[config.mk]
export PLATFORM = sky130hd
export DESIGN_NAME = interleaver_ctrl
export DESIGN_NICKNAME = d
export VERILOG_FILES = /design/src/rtl/interleaver_pkg.sv /design/src/rtl/blk_counter.sv /design/src/rtl/interleaver_ctrl.sv
export SDC_FILE = /design/constraint.sdc
export NUM_CORES = 1
export LEC_CHECK = 0
export ABC_AREA = 1
export CAP_MARGIN = 20
export CORE_MARGIN = 2
export CORE_UTILIZATION = 53
export DETAILED_ROUTE_END_ITERATION = 8
export HOLD_SLACK_MARGIN = 0.08
export PLACE_DENSITY = 0.78
export SLEW_MARGIN = 20
export SYNTH_ARGS = -nofsm -noshare
export SYNTH_HDL_FRONTEND = slang
export SYNTH_SLANG_ARGS = --single-unit
[constraint.sdc]
create_clock -name clk -period 1.7 [get_ports clk]
set_input_delay 0.17 -clock clk [delete_from_list [all_inputs] [get_ports clk]]
set_output_delay 0.17 -clock clk [all_outputs]
set_load 0.02 [all_outputs]
[src/rtl/interleaver_pkg.sv]
// Shared constants, state encoding and size-select helper for the interleaver
// input/output sequencing controller.
package interleaver_pkg;

  localparam int unsigned BYTES_SMALL_DEF = 32'd132;
  localparam int unsigned BYTES_LARGE_DEF = 32'd768;
  localparam int unsigned BITS_SMALL_DEF  = 32'd1056;
  localparam int unsigned BITS_LARGE_DEF  = 32'd6144;

  localparam int BYTE_CNT_W = 10;
  localparam int BIT_IND_W  = 14;

  typedef enum logic [2:0] {
    ST_IDLE    = 3'd0,
    ST_LOAD    = 3'd1,
    ST_CAPTURE = 3'd2,
    ST_WAIT    = 3'd3,
    ST_STREAM  = 3'd4,
    ST_DONE    = 3'd5
  } state_t;

  function automatic int unsigned size_sel(input logic k_large,
                                           input int unsigned small_v,
                                           input int unsigned large_v);
    return k_large ? large_v : small_v;
  endfunction

endpackage

[src/rtl/blk_counter.sv]
// Loadable up-counter that stops at a programmable terminal value; used for
// both the byte count and the serial bit index.
module blk_counter #(
  parameter int W = 10
) (
  input  logic         clk,
  input  logic         reset,
  input  logic         clr,
  input  logic         load,
  input  logic [W-1:0] load_val,
  input  logic         inc,
  input  logic [W-1:0] terminal,
  output logic [W-1:0] count,
  output logic         at_term
);

  logic [W-1:0] count_r;

  // count register: clear beats load beats increment; increment stalls at terminal
  always_ff @(posedge clk) begin
    if (reset) begin
      count_r <= {W{1'b0}};
    end else if (clr) begin
      count_r <= {W{1'b0}};
    end else if (load) begin
      count_r <= load_val;
    end else if (inc && (count_r != terminal)) begin
      count_r <= count_r + W'(1);
    end else begin
      count_r <= count_r;
    end
  end

  assign count   = count_r;
  assign at_term = (count_r == terminal);

endmodule

[src/rtl/interleaver_ctrl.sv]
// Sequences byte loading, remap capture and serial bit streaming for one
// interleaver block of 1056 or 6144 bits.
module interleaver_ctrl
  import interleaver_pkg::*;
#(
  parameter int unsigned BYTES_SMALL = BYTES_SMALL_DEF,
  parameter int unsigned BYTES_LARGE = BYTES_LARGE_DEF,
  parameter int unsigned BITS_SMALL  = BITS_SMALL_DEF,
  parameter int unsigned BITS_LARGE  = BITS_LARGE_DEF
) (
  input  logic                  clk,
  input  logic                  reset,
  input  logic                  k_size_6144,
  input  logic                  byte_valid,
  input  logic                  ready_in,
  output logic                  shift_en,
  output logic [BYTE_CNT_W-1:0] byte_count,
  output logic                  capture,
  output logic [BIT_IND_W-1:0]  bit_ind,
  output logic                  out_valid,
  output logic                  k_latched,
  output logic                  busy,
  output logic                  block_done,
  output logic                  byte_drop
);

  state_t                state_r;
  logic                  k_latched_r;
  logic                  capture_r;
  logic                  block_done_r;
  logic                  busy_r;

  logic [BYTE_CNT_W-1:0] nbytes_s;
  logic [BIT_IND_W-1:0]  bit_last_s;
  logic [BYTE_CNT_W-1:0] byte_count_s;
  logic [BIT_IND_W-1:0]  bit_ind_s;
  logic                  byte_at_term_s;
  logic                  bit_at_term_s;
  logic                  last_byte_s;

  logic                  shift_en_s;
  logic                  byte_drop_s;
  logic                  out_valid_s;
  logic                  byte_load_s;
  logic                  byte_inc_s;
  logic                  byte_clr_s;
  logic                  bit_inc_s;
  logic                  bit_clr_s;

  // Sizes follow the frozen block size, never the live k_size_6144 input.
  assign nbytes_s    = BYTE_CNT_W'(size_sel(k_latched_r, BYTES_SMALL, BYTES_LARGE));
  assign bit_last_s  = BIT_IND_W'(size_sel(k_latched_r, BITS_SMALL, BITS_LARGE) - 32'd1);
  assign last_byte_s = byte_valid && (byte_count_s == (nbytes_s - BYTE_CNT_W'(1)));

  // per-state strobes and counter controls; reset suppresses all of them
  always_comb begin
    shift_en_s  = 1'b0;
    byte_drop_s = 1'b0;
    out_valid_s = 1'b0;
    byte_load_s = 1'b0;
    byte_inc_s  = 1'b0;
    byte_clr_s  = 1'b0;
    bit_inc_s   = 1'b0;
    bit_clr_s   = 1'b0;
    if (reset) begin
      shift_en_s = 1'b0;
    end else begin
      case (state_r)
        ST_IDLE: begin
          shift_en_s  = byte_valid;
          byte_load_s = byte_valid;
        end
        ST_LOAD: begin
          shift_en_s = byte_valid;
          byte_inc_s = byte_valid;
        end
        ST_CAPTURE: begin
          byte_drop_s = byte_valid;
        end
        ST_WAIT: begin
          byte_drop_s = byte_valid;
          bit_clr_s   = 1'b1;
        end
        ST_STREAM: begin
          byte_drop_s = byte_valid;
          out_valid_s = ready_in;
          bit_inc_s   = ready_in;
        end
        ST_DONE: begin
          byte_drop_s = byte_valid;
          byte_clr_s  = 1'b1;
          bit_clr_s   = 1'b1;
        end
        default: begin
          byte_clr_s = 1'b1;
          bit_clr_s  = 1'b1;
        end
      endcase
    end
  end

  blk_counter #(.W(BYTE_CNT_W)) u_byte_cnt (
    .clk      (clk),
    .reset    (reset),
    .clr      (byte_clr_s),
    .load     (byte_load_s),
    .load_val (BYTE_CNT_W'(1)),
    .inc      (byte_inc_s),
    .terminal (nbytes_s),
    .count    (byte_count_s),
    .at_term  (byte_at_term_s)
  );

  blk_counter #(.W(BIT_IND_W)) u_bit_cnt (
    .clk      (clk),
    .reset    (reset),
    .clr      (bit_clr_s),
    .load     (1'b0),
    .load_val ({BIT_IND_W{1'b0}}),
    .inc      (bit_inc_s),
    .terminal (bit_last_s),
    .count    (bit_ind_s),
    .at_term  (bit_at_term_s)
  );

  // block sequencer with registered capture/done/busy strobes
  always_ff @(posedge clk) begin
    if (reset) begin
      state_r      <= ST_IDLE;
      k_latched_r  <= 1'b0;
      capture_r    <= 1'b0;
      block_done_r <= 1'b0;
      busy_r       <= 1'b0;
    end else begin
      capture_r    <= 1'b0;
      block_done_r <= 1'b0;
      case (state_r)
        ST_IDLE: begin
          if (byte_valid) begin
            k_latched_r <= k_size_6144;
            busy_r      <= 1'b1;
            state_r     <= ST_LOAD;
          end else begin
            state_r <= ST_IDLE;
          end
        end
        ST_LOAD: begin
          // a full count without a last-byte event only arises after an upset
          if (last_byte_s || byte_at_term_s) begin
            capture_r <= 1'b1;
            state_r   <= ST_CAPTURE;
          end else begin
            state_r <= ST_LOAD;
          end
        end
        ST_CAPTURE: begin
          state_r <= ST_WAIT;
        end
        ST_WAIT: begin
          if (ready_in) begin
            state_r <= ST_STREAM;
          end else begin
            state_r <= ST_WAIT;
          end
        end
        ST_STREAM: begin
          if (ready_in && bit_at_term_s) begin
            block_done_r <= 1'b1;
            state_r      <= ST_DONE;
          end else begin
            state_r <= ST_STREAM;
          end
        end
        ST_DONE: begin
          busy_r  <= 1'b0;
          state_r <= ST_IDLE;
        end
        default: begin
          busy_r  <= 1'b0;
          state_r <= ST_IDLE;
        end
      endcase
    end
  end

  assign shift_en   = shift_en_s;
  assign byte_drop  = byte_drop_s;
  assign out_valid  = out_valid_s;
  assign byte_count = byte_count_s;
  assign bit_ind    = bit_ind_s;
  assign capture    = capture_r;
  assign block_done = block_done_r;
  assign busy       = busy_r;
  assign k_latched  = k_latched_r;

endmodule

# Yosys cells after proc, flatten, opt, wreduce, memory -nomap -nowiden
# Cells that the tools add are included.
# Widths: inputs -> output; s select.
classes:
  addsub: 4
  eq_ne: 11
  n_mux: 27
  n_bitwise: 3
  reduce_logical: 19
ops:
  columns: ["op", "n"]
  rows:
  - ["$mux 1", 21]
  - ["$eq 10x10->1", 2]
  - ["$pmux 3 s5", 1]
  - ["$add 14x1->14 const B", 1]
  - ["$eq 14x14->1", 1]
  - ["$ne 14x14->1", 1]
  - ["$sub 13x1->14 const B", 1]
  - ["$mux 13", 1]
  - ["$reduce_or 4->1", 3]
  - ["$add 10x1->10 const B", 1]
  - ["$mux 10", 1]
  - ["$ne 10x10->1", 1]
  - ["$reduce_or 2->1", 5]
  - ["$sub 10x1->10 const B", 1]
  - ["$eq 3x2->1 const B", 2]
  - ["$eq 3x3->1 const B", 2]
  - ["$reduce_or 5->1", 1]
  - ["$logic_and 1x1->1", 4]
  - ["$reduce_and 2->1", 2]
  - ["$eq 3x1->1 const B", 1]
  - ["$logic_not 3->1", 1]
  - ["$mux 3", 1]
  - ["$not 1->1", 3]
  - ["$reduce_or 3->1", 1]
  - ["5 further kinds", 5]
word_totals:
  regBits: 31
  inputBits: 5
  output_inout_bits: 31
  elab_cells: 72

# Longest topological paths before layout
# Gate-level depths: netlist (run 1).
logic_depth:
  ltp_word: 7
  mapped_depth: 11

# Hierarchy
# From an unflattened synthesis (run 1), not the netlist that was laid out.
unflattened:
  hier_cells: 447
  hier_area_um2: 2534.9
modules_own_cells:
  columns: ["module", "n_inst", "cells_each", "area_each_um2"]
  rows:
  - ["blk_counter (u_bit_cnt)", 1, 231, 1234.9]
  - ["blk_counter (u_byte_cnt)", 1, 150, 842.1]
  - ["interleaver_ctrl", 1, 66, 457.9]

# Worst setup path before layout (run 1)
# OpenSTA, ideal clock, no wires.
synth_path:
  kind: "flip-flop to flip-flop"
  from: "register u_bit_cnt.count_r[0], in the netlist u_bit_cnt.count[0]"
  to: "register u_bit_cnt.count_r[10], in the netlist u_bit_cnt.count[10]"
  setup_ps: 66
  arrival_time_ps: 1543
  required_time_ps: 1634
  path_slack_ps: 91
  path_stages_with_launch: 9
  period_less_slack_ps: 1609
  cell_sequence: "dfxtp_1 ha_1 nand3_2 nor2_4 nand3_4 nand2_4 buf_8 nand2_2 a21oi_2"
synth_between:
  elab_chain_cells: 2
synth_rtl:
  columns: ["element", "line_no", "rtl"]
  rows:
  - ["from (decl)", "blk_counter.sv:17", "logic [W-1:0] count_r;"]
  - ["from (signal assigned)", "blk_counter.sv:22", "count_r <= {W{1'b0}};"]
  - ["from (signal assigned)", "blk_counter.sv:24", "count_r <= {W{1'b0}};"]
  - ["from (signal assigned)", "blk_counter.sv:26", "count_r <= load_val;"]
  - ["branches (longest 2 deep; another with $add 14x1->14)", null, null]
# Parallel ways; which one is timed is not known.
# A chain may end at the register's enable or synchronous reset.

# Worst setup path in the final report (run 1)
layout_path:
  from: "register state_r[1]"
  to: "output out_valid"
layout_between:
  elab_chain_cells: 3
layout_rtl:
  columns: ["element", "line_no", "rtl"]
  rows:
  - ["from (decl)", "interleaver_ctrl.sv:27", "state_t state_r;"]
  - ["from (signal assigned)", "interleaver_ctrl.sv:129", "state_r <= ST_IDLE;"]
  - ["from (signal assigned)", "interleaver_ctrl.sv:142", "state_r <= ST_LOAD;"]
  - ["from (signal assigned)", "interleaver_ctrl.sv:144", "state_r <= ST_IDLE;"]
  - ["$eq 3x3->1", "interleaver_ctrl.sv:68", "case (state_r)"]
  - ["$mux 1", "interleaver_ctrl.sv:68", null]
  - ["$mux 1", "interleaver_ctrl.sv:65", "if (reset) begin"]
  - ["to (decl)", "interleaver_ctrl.sv:20", "output logic out_valid,"]
# Every way passes these cells.

==> impl_metrics.env, run 1 <==
export IMPL_skew_ps=5.700
export IMPL_p_leak_nw=1.052
export IMPL_dp_hpwl_microns=3481
export IMPL_period_minus_slack_ps=1618
export IMPL_fin_crit_sh=0.9520
export IMPL_avgSynthCellArea_sq_um=6.527
export IMPL_finalSetupViolCount=0
export IMPL_ys_warn_count=0
export IMPL_dr_total_vias=2095
export IMPL_worst_setup_path_end_kind="output pin"
export IMPL_regArea_sq_um=621.8
export IMPL_ir_drop_mv=0.3606
export IMPL_post_cts_setup_buffer_count=0
export IMPL_preCtsSetupSlack_ps=-17.75
export IMPL_worst_slew_margin_rel=0.6165
export IMPL_track_usage=0.2409
export IMPL_syn_inst=309
export IMPL_cts_made_buffers=5
export IMPL_drc=0
export IMPL_core_area_sq_mm=0.003661
export IMPL_row_count=22
export IMPL_synth_xor_area_share=0.06079
export IMPL_drive_above_1_share=0.1598
export IMPL_hold_viol_final=0
export IMPL_via_per_inst=5.097
export IMPL_synth_top_flop_cell="dfxtp_1"
export IMPL_r2r_start="state_r[1]"
export IMPL_cap_violations=0
export IMPL_fin_ws_ps=81.57
export IMPL_die_h_microns=65.69
export IMPL_ios=36
export IMPL_worstHoldPathType="reg2reg"
export IMPL_synth_fp_nets=317
export IMPL_synthSimpleGateAreaFrac=0.4268
export IMPL_firstDrtPassIters=4
export IMPL_p_int_mw=1.073
export IMPL_cts_tree="built"
export IMPL_ys_ff_latch=31
export IMPL_antenna_found_initial=0
export IMPL_yosysSeqAreaShare=0.3077
export IMPL_clkPwrFrac=0.393
export IMPL_power_density_mw_per_mm2=561.2
export IMPL_min_to="busy"
export IMPL_chipWidth_microns=65.69
export IMPL_p_sw_mw=0.3887
export IMPL_r2r_end="u_bit_cnt.count[13]"
export IMPL_stdcell_area_sq_mm=0.002604
export IMPL_ant_nets=0
export IMPL_gr_usage_met1=0.3156
export IMPL_synth_distinct_cells=26
export IMPL_critPathArrivalTime_ps=1450
export IMPL_reg2reg_setup_slack_ps=190
export IMPL_grt_busiest_layer="met2"
export IMPL_cts_buffer_depth=2
export IMPL_min_path_cells=2
export IMPL_finalSetupTns_ps=0
export IMPL_swShare=0.2660
export IMPL_crit_fanout=4
export IMPL_nNetsFinal=370
export IMPL_syn_area_sq_mm=0.002017
export IMPL_required_ps=1530
export IMPL_post_route_util=0.7112
export IMPL_start_util=0.5509
export IMPL_synth_edff_count=0
export IMPL_synthAdderAreaFrac=0.01861
export IMPL_final_common_cell="nand2_1"
export IMPL_max_freq_ghz=0.6179
export IMPL_synthToLayoutAreaGrowth_pct=29.09
export IMPL_ctsRootBufferMaster="clkbuf_8"
export IMPL_diodes=0
export IMPL_grt_max_degree=15
export IMPL_synth_mux_area_frac=0
export IMPL_cts_num_sinks=31
export IMPL_place_gp_congestion=0.8810
export IMPL_grt_pass1_wl_microns=8135
export IMPL_use_met2=0.3889
export IMPL_io_buffers=35
export IMPL_overflow=0
export IMPL_dieArea_sq_mm=0.004315
export IMPL_grt_pass1_vias=1907
export IMPL_async_flop_share=0
export IMPL_drt_iter0_drc=124
export IMPL_clock_latency_ps=290
export IMPL_final_cell_mix="nand2_1, nor2_1, clkdlybuf4s50_1, nand3_1, dfxtp_1"
export IMPL_holdCritStartpoint="busy"
export IMPL_use_met3=0.05308
export IMPL_crit_start="state_r[1]"
export IMPL_tightest_slew_ps=574.6
export IMPL_combPwrFrac=0.099
export IMPL_wl_microns=4661
export IMPL_htree_levels=2
export IMPL_worst_setup_path_start_kind="flip-flop"
export IMPL_status="finished, final reports clean"
export IMPL_reg2reg_depth=10
export IMPL_slew_violations=0
export IMPL_synth_top_family_by_area="simple AND/OR/NAND/NOR gates"
export IMPL_hold_buffers=0
export IMPL_fill_cells=308
export IMPL_wl_per_cell_microns=11.34
export IMPL_place_area_sq_mm=0.002505
export IMPL_synth_compound_area_frac=0.09677
export IMPL_worst_setup_path_type="reg2out"
export IMPL_rsz0062_at_grt="false"
export IMPL_multi_input_area_sq_mm=0.001230
export IMPL_p_seq_frac=0.508
export IMPL_clkTransAtPathRegs_ps=60
==> flip-flops by register name (all words and copies together), names as in the netlist <==
name	flops
busy	1
u_byte_cnt.count	10
u_bit_cnt.count	14
k_latched	1
capture	1
state_r	3
block_done	1
==> cells by family after synthesis <==
logic type,after synthesis
and+or+nand+nor,190
buffers and inverters,39
AOI/OAI and AO/OA,32
DFF,31
xor gates and xnor gates,14
adders and majority gates,3
==> cell usage after synthesis, types with 2 or more instances <==
library cell | n | area (sq um)
inv_1 | 28 | 105.1
nand3_4 | 2 | 35.03
nor2_4 | 3 | 33.78
o21ai_0 | 6 | 30.03
nor2_1 | 38 | 142.6
buf_2 | 3 | 15.01
buf_6 | 2 | 22.52
inv_2 | 3 | 11.26
a21oi_1 | 16 | 80.08
dfxtp_1 | 31 | 620.6
nand2_2 | 7 | 43.79
nor3_1 | 2 | 10.01
ha_1 | 3 | 37.54
nand4_1 | 6 | 37.54
a21oi_2 | 9 | 78.83
xor2_1 | 8 | 70.07
xnor2_1 | 6 | 52.55
nand3_1 | 31 | 155.2
nand2_1 | 95 | 356.6
nor2_2 | 4 | 25.02
==> power by group through the flow <==
stage	registers, mW	clock network (mW)	logic, mW
after floorplan	0.767	0	0.0778
after global placement	0.758	0	0.142
after CTS	0.742	0.583	0.144
after detailed placement	0.758	0	0.145
final	0.742	0.575	0.145
after global routing	0.743	0.607	0.157
==> final cells by class <==
type	count	area share
clock buffers	5	0.02643
clock inverters	3	0.005766
inverters	32	0.04805
multi-input cells	239	0.4724
flip-flops and latches	31	0.2388
well taps	48	0.02307
repair buffers	53	0.1855
==> critical path, cell delays in order (launching register included) <==
cell and delay [ps]:
dfxtp_1 330, inv_2 80, nand2_1 100, nor2_2 120, nand2_1 120, nor2_4 100, clkdlybuf4s15_1 300
==> worst max path at each step <==
stage	to	slack, ps	depth (start not counted)
2_1_floorplan	u_bit_cnt.count[10]	90	8
3_3_place_gp	byte_drop	30	4
3_5_place_dp	byte_drop	-20	5
4_1_cts	out_valid	40	6
5_1_grt	out_valid	7	6
6_report	out_valid	80	6
==> routing by layer <==
metal,part of all wire,up-vias
li1,-,1086
met1,0.48,935
met2,0.44,67
met3,0.062,7
met4,0.013,0
met5,0,-
==> what timing repair did <==
action                                  CTS  global route
hold endpoints to repair                  0             0
resized for setup                         3             5
endpoints found under the setup margin    3             6
pin swaps                                 0             0
==> per-stage QoR <==
stage | power (mW) | instances | hold WS, ps
finish | 1.461 | 411 | 452.4
global route | 1.508 | 411 | 472.7
CTS | 1.469 | 411 | 457.3
detailed placement | 0.9030 | 403 | 448.2
global placement | 0.8993 | 403 | 439.3
floorplan | 0.8444 | 309 | 312.9
Note: power is estimated with default switching activity, not from simulation.
==> run 2: changes to the inputs <==
Settings changed: TNS_END_PERCENT set to 10.
==> results of run 2 <==
The final DEF is identical to that of run 1; final timing and power are the same.
==> run 3: changes to the inputs <==
Settings changed: CORE_UTILIZATION 53 to 54, CTS_BUF_LIST set to sky130_fd_sc_hd__clkbuf_8, PLACE_DENSITY 0.78 to 0.8.
==> run 3 against run 2 <==
  * Sequential share of layout area grew 0.28 points
  * Core utilization shrank 0.29 points
  * Clock-buffer cell count is the same
  * Clock power is essentially flat
  * Maximum frequency grew 0.93%
  * Global-route usage shrank 0.43 points
  * Sequential power is essentially flat
  * Setup slack gained 15 ps
  * Power shrank 0.59%
  * Hold slack gained 4.3 ps
==> impl_metrics.env, run 3 (synthesized netlist as in run 1, its figures left out) <==
export IMPL_status="finished, final reports clean"
export IMPL_dieArea_sq_mm=0.004240
export IMPL_clock_latency_ps=280
export IMPL_worst_slew_margin_rel=0.6083
export IMPL_grt_pass1_vias=1829
export IMPL_finalSetupTns_ps=0
export IMPL_fin_crit_sh=0.9433
export IMPL_final_cell_mix="nand2_1, nor2_1, nand3_1, clkdlybuf4s50_1, dfxtp_1"
export IMPL_start_util=0.5551
export IMPL_dr_total_vias=2070
export IMPL_p_sw_mw=0.3872
export IMPL_synthToLayoutAreaGrowth_pct=27.61
export IMPL_final_common_cell="nand2_1"
export IMPL_slowest_stage="dfxtp_1"
export IMPL_drc=0
export IMPL_preCtsSetupSlack_ps=-23.14
export IMPL_p_int_mw=1.066
export IMPL_nNetsFinal=366
export IMPL_p_seq_frac=0.513
export IMPL_crit_path_max_incr_delay_ps=340
export IMPL_hold_viol_final=0
export IMPL_via_per_inst=5.086
export IMPL_tightest_slew_ps=586.8
export IMPL_chipWidth_microns=65.12
export IMPL_dp_hpwl_microns=3493
export IMPL_firstDrtPassIters=4
export IMPL_critPathTopFamily="simple AND/OR/NAND/NOR gates"
export IMPL_track_usage=0.2366
export IMPL_cts_made_buffers=5
export IMPL_max_freq_ghz=0.6236
export IMPL_worst_setup_path_type="reg2out"
export IMPL_cts_buffer_depth=2
export IMPL_largest_register_ffs=14
export IMPL_drive_above_1_share=0.1504
export IMPL_clkPwrFrac=0.396
export IMPL_period_minus_slack_ps=1604
export IMPL_ir_drop_mv=0.4142
export IMPL_wl_microns=4662
export IMPL_cap_violations=0
export IMPL_rsz0062_at_grt="false"
export IMPL_combPwrFrac=0.091
export IMPL_diodes=0
export IMPL_row_count=22
export IMPL_hold_buffers=0
export IMPL_fin_ws_ps=96.47
export IMPL_ios=36
export IMPL_grt_max_degree=15
export IMPL_stdcell_area_sq_mm=0.002574
export IMPL_cpMostUsedCell="nand2_1"
export IMPL_path_buf_inv=2
export IMPL_die_h_microns=65.12
export IMPL_worst_setup_path_start_kind="flip-flop"
export IMPL_crit_fanout=4
export IMPL_worst_setup_path_end_kind="output pin"
export IMPL_place_area_sq_mm=0.002475
export IMPL_ant_nets=0
export IMPL_required_ps=1530
export IMPL_drt_iter0_drc=160
export IMPL_worstHoldPathType="in2reg"
export IMPL_grt_pass1_wl_microns=8086
export IMPL_swShare=0.2665
export IMPL_place_gp_congestion=0.9004
export IMPL_cts_num_sinks=31
export IMPL_crit_chain="inv_2 -> nand2_1 -> nor2_2 -> nand2_1 -> nor2_4 -> clkdlybuf4s15_1"
export IMPL_wl_per_cell_microns=11.45
export IMPL_clkTransAtPathRegs_ps=70
export IMPL_skew_ps=3.335
export IMPL_finalSetupViolCount=0
export IMPL_power_total_mw=1.453
export IMPL_critPathArrivalTime_ps=1430
export IMPL_power_density_mw_per_mm2=564.5
export IMPL_ctsRootBufferMaster="clkbuf_8"
export IMPL_io_buffers=35
export IMPL_p_leak_nw=1.050
export IMPL_htree_levels=2
export IMPL_overflow=0
export IMPL_antenna_found_initial=0
export IMPL_core_area_sq_mm=0.003633
export IMPL_slew_violations=0
export IMPL_cts_tree="built"
-- run 3: cell count changes in the layout (fill, tap and decap cells not counted) --
cell             change
inv_6                -1
clkdlybuf4s50_1      -1
dlymetal6s2s_1       +1
inv_4                +1
buf_4                -4
-- run 3: tightest hold or removal path, stage by stage --
cell and delay (ps):
clkdlybuf4s50_1 400, nand2_1 70, a21oi_1 50
-- run 3: final timing paths --
| path | start | end | slack (ps) | depth (start not counted) |
|---|---|---|---|---|
| setup / recovery | state_r[1] | out_valid | 100 | 6 |
| hold / removal | k_size_6144 | k_latched | 460 | 3 |
| setup reg to reg | u_bit_cnt.count[0] | state_r[0] | 180 | 8 |
| hold reg to reg | busy | busy | 460 | 2 |
-- run 3: final cells by class --
| type | instances | area (sq um) |
|---|---|---|
| clock buffers | 5 | 68.82 |
| clock inverters | 3 | 15.01 |
| fillers | 324 | 1060 |
| inverters | 32 | 122.6 |
| multi-input cells | 239 | 1230 |
| flip-flops and latches | 31 | 621.8 |
| well taps | 48 | 60.06 |
| repair buffers | 49 | 455.4 |
-- run 3: through the flow --
| step | utilization | std cells | hold WS (ps) |
|---|---|---|---|
| CTS | 0.7032 | 407 | 457.4 |
| global placement | 0.6811 | 399 | 442.5 |
| detailed placement | 0.6811 | 399 | 439.6 |
| global route | 0.7083 | 407 | 494.1 |
| floorplan | - | 309 | 312.9 |
| finish | 0.7083 | 407 | 456.7 |
-- run 3: what timing repair did --
action / CTS / global route
resized for setup: 3 / 5
endpoints found under the setup margin: 3 / 13
gates cloned: 0 / 0
buffers inserted: 0 / 0
-- run 3: power groups by stage --
| stage | registers, mW | logic (mW) | clock network, mW |
|---|---|---|---|
| 3_3_place_gp | 0.761 | 0.131 | 0 |
| 6_report | 0.745 | 0.133 | 0.575 |
| 5_1_grt | 0.747 | 0.148 | 0.615 |
| 4_1_cts | 0.744 | 0.132 | 0.577 |
| 2_1_floorplan | 0.767 | 0.0778 | 0 |
| 3_5_place_dp | 0.761 | 0.132 | 0 |
-- run 3: metal layers --
metal,track usage,up-vias,share of wire
met2,0.3750,51,0.45
met3,0.04795,5,0.048
met5,0,-,0
met1,0.3294,936,0.49
met4,0.06250,0,0.0099
li1,-,1078,-
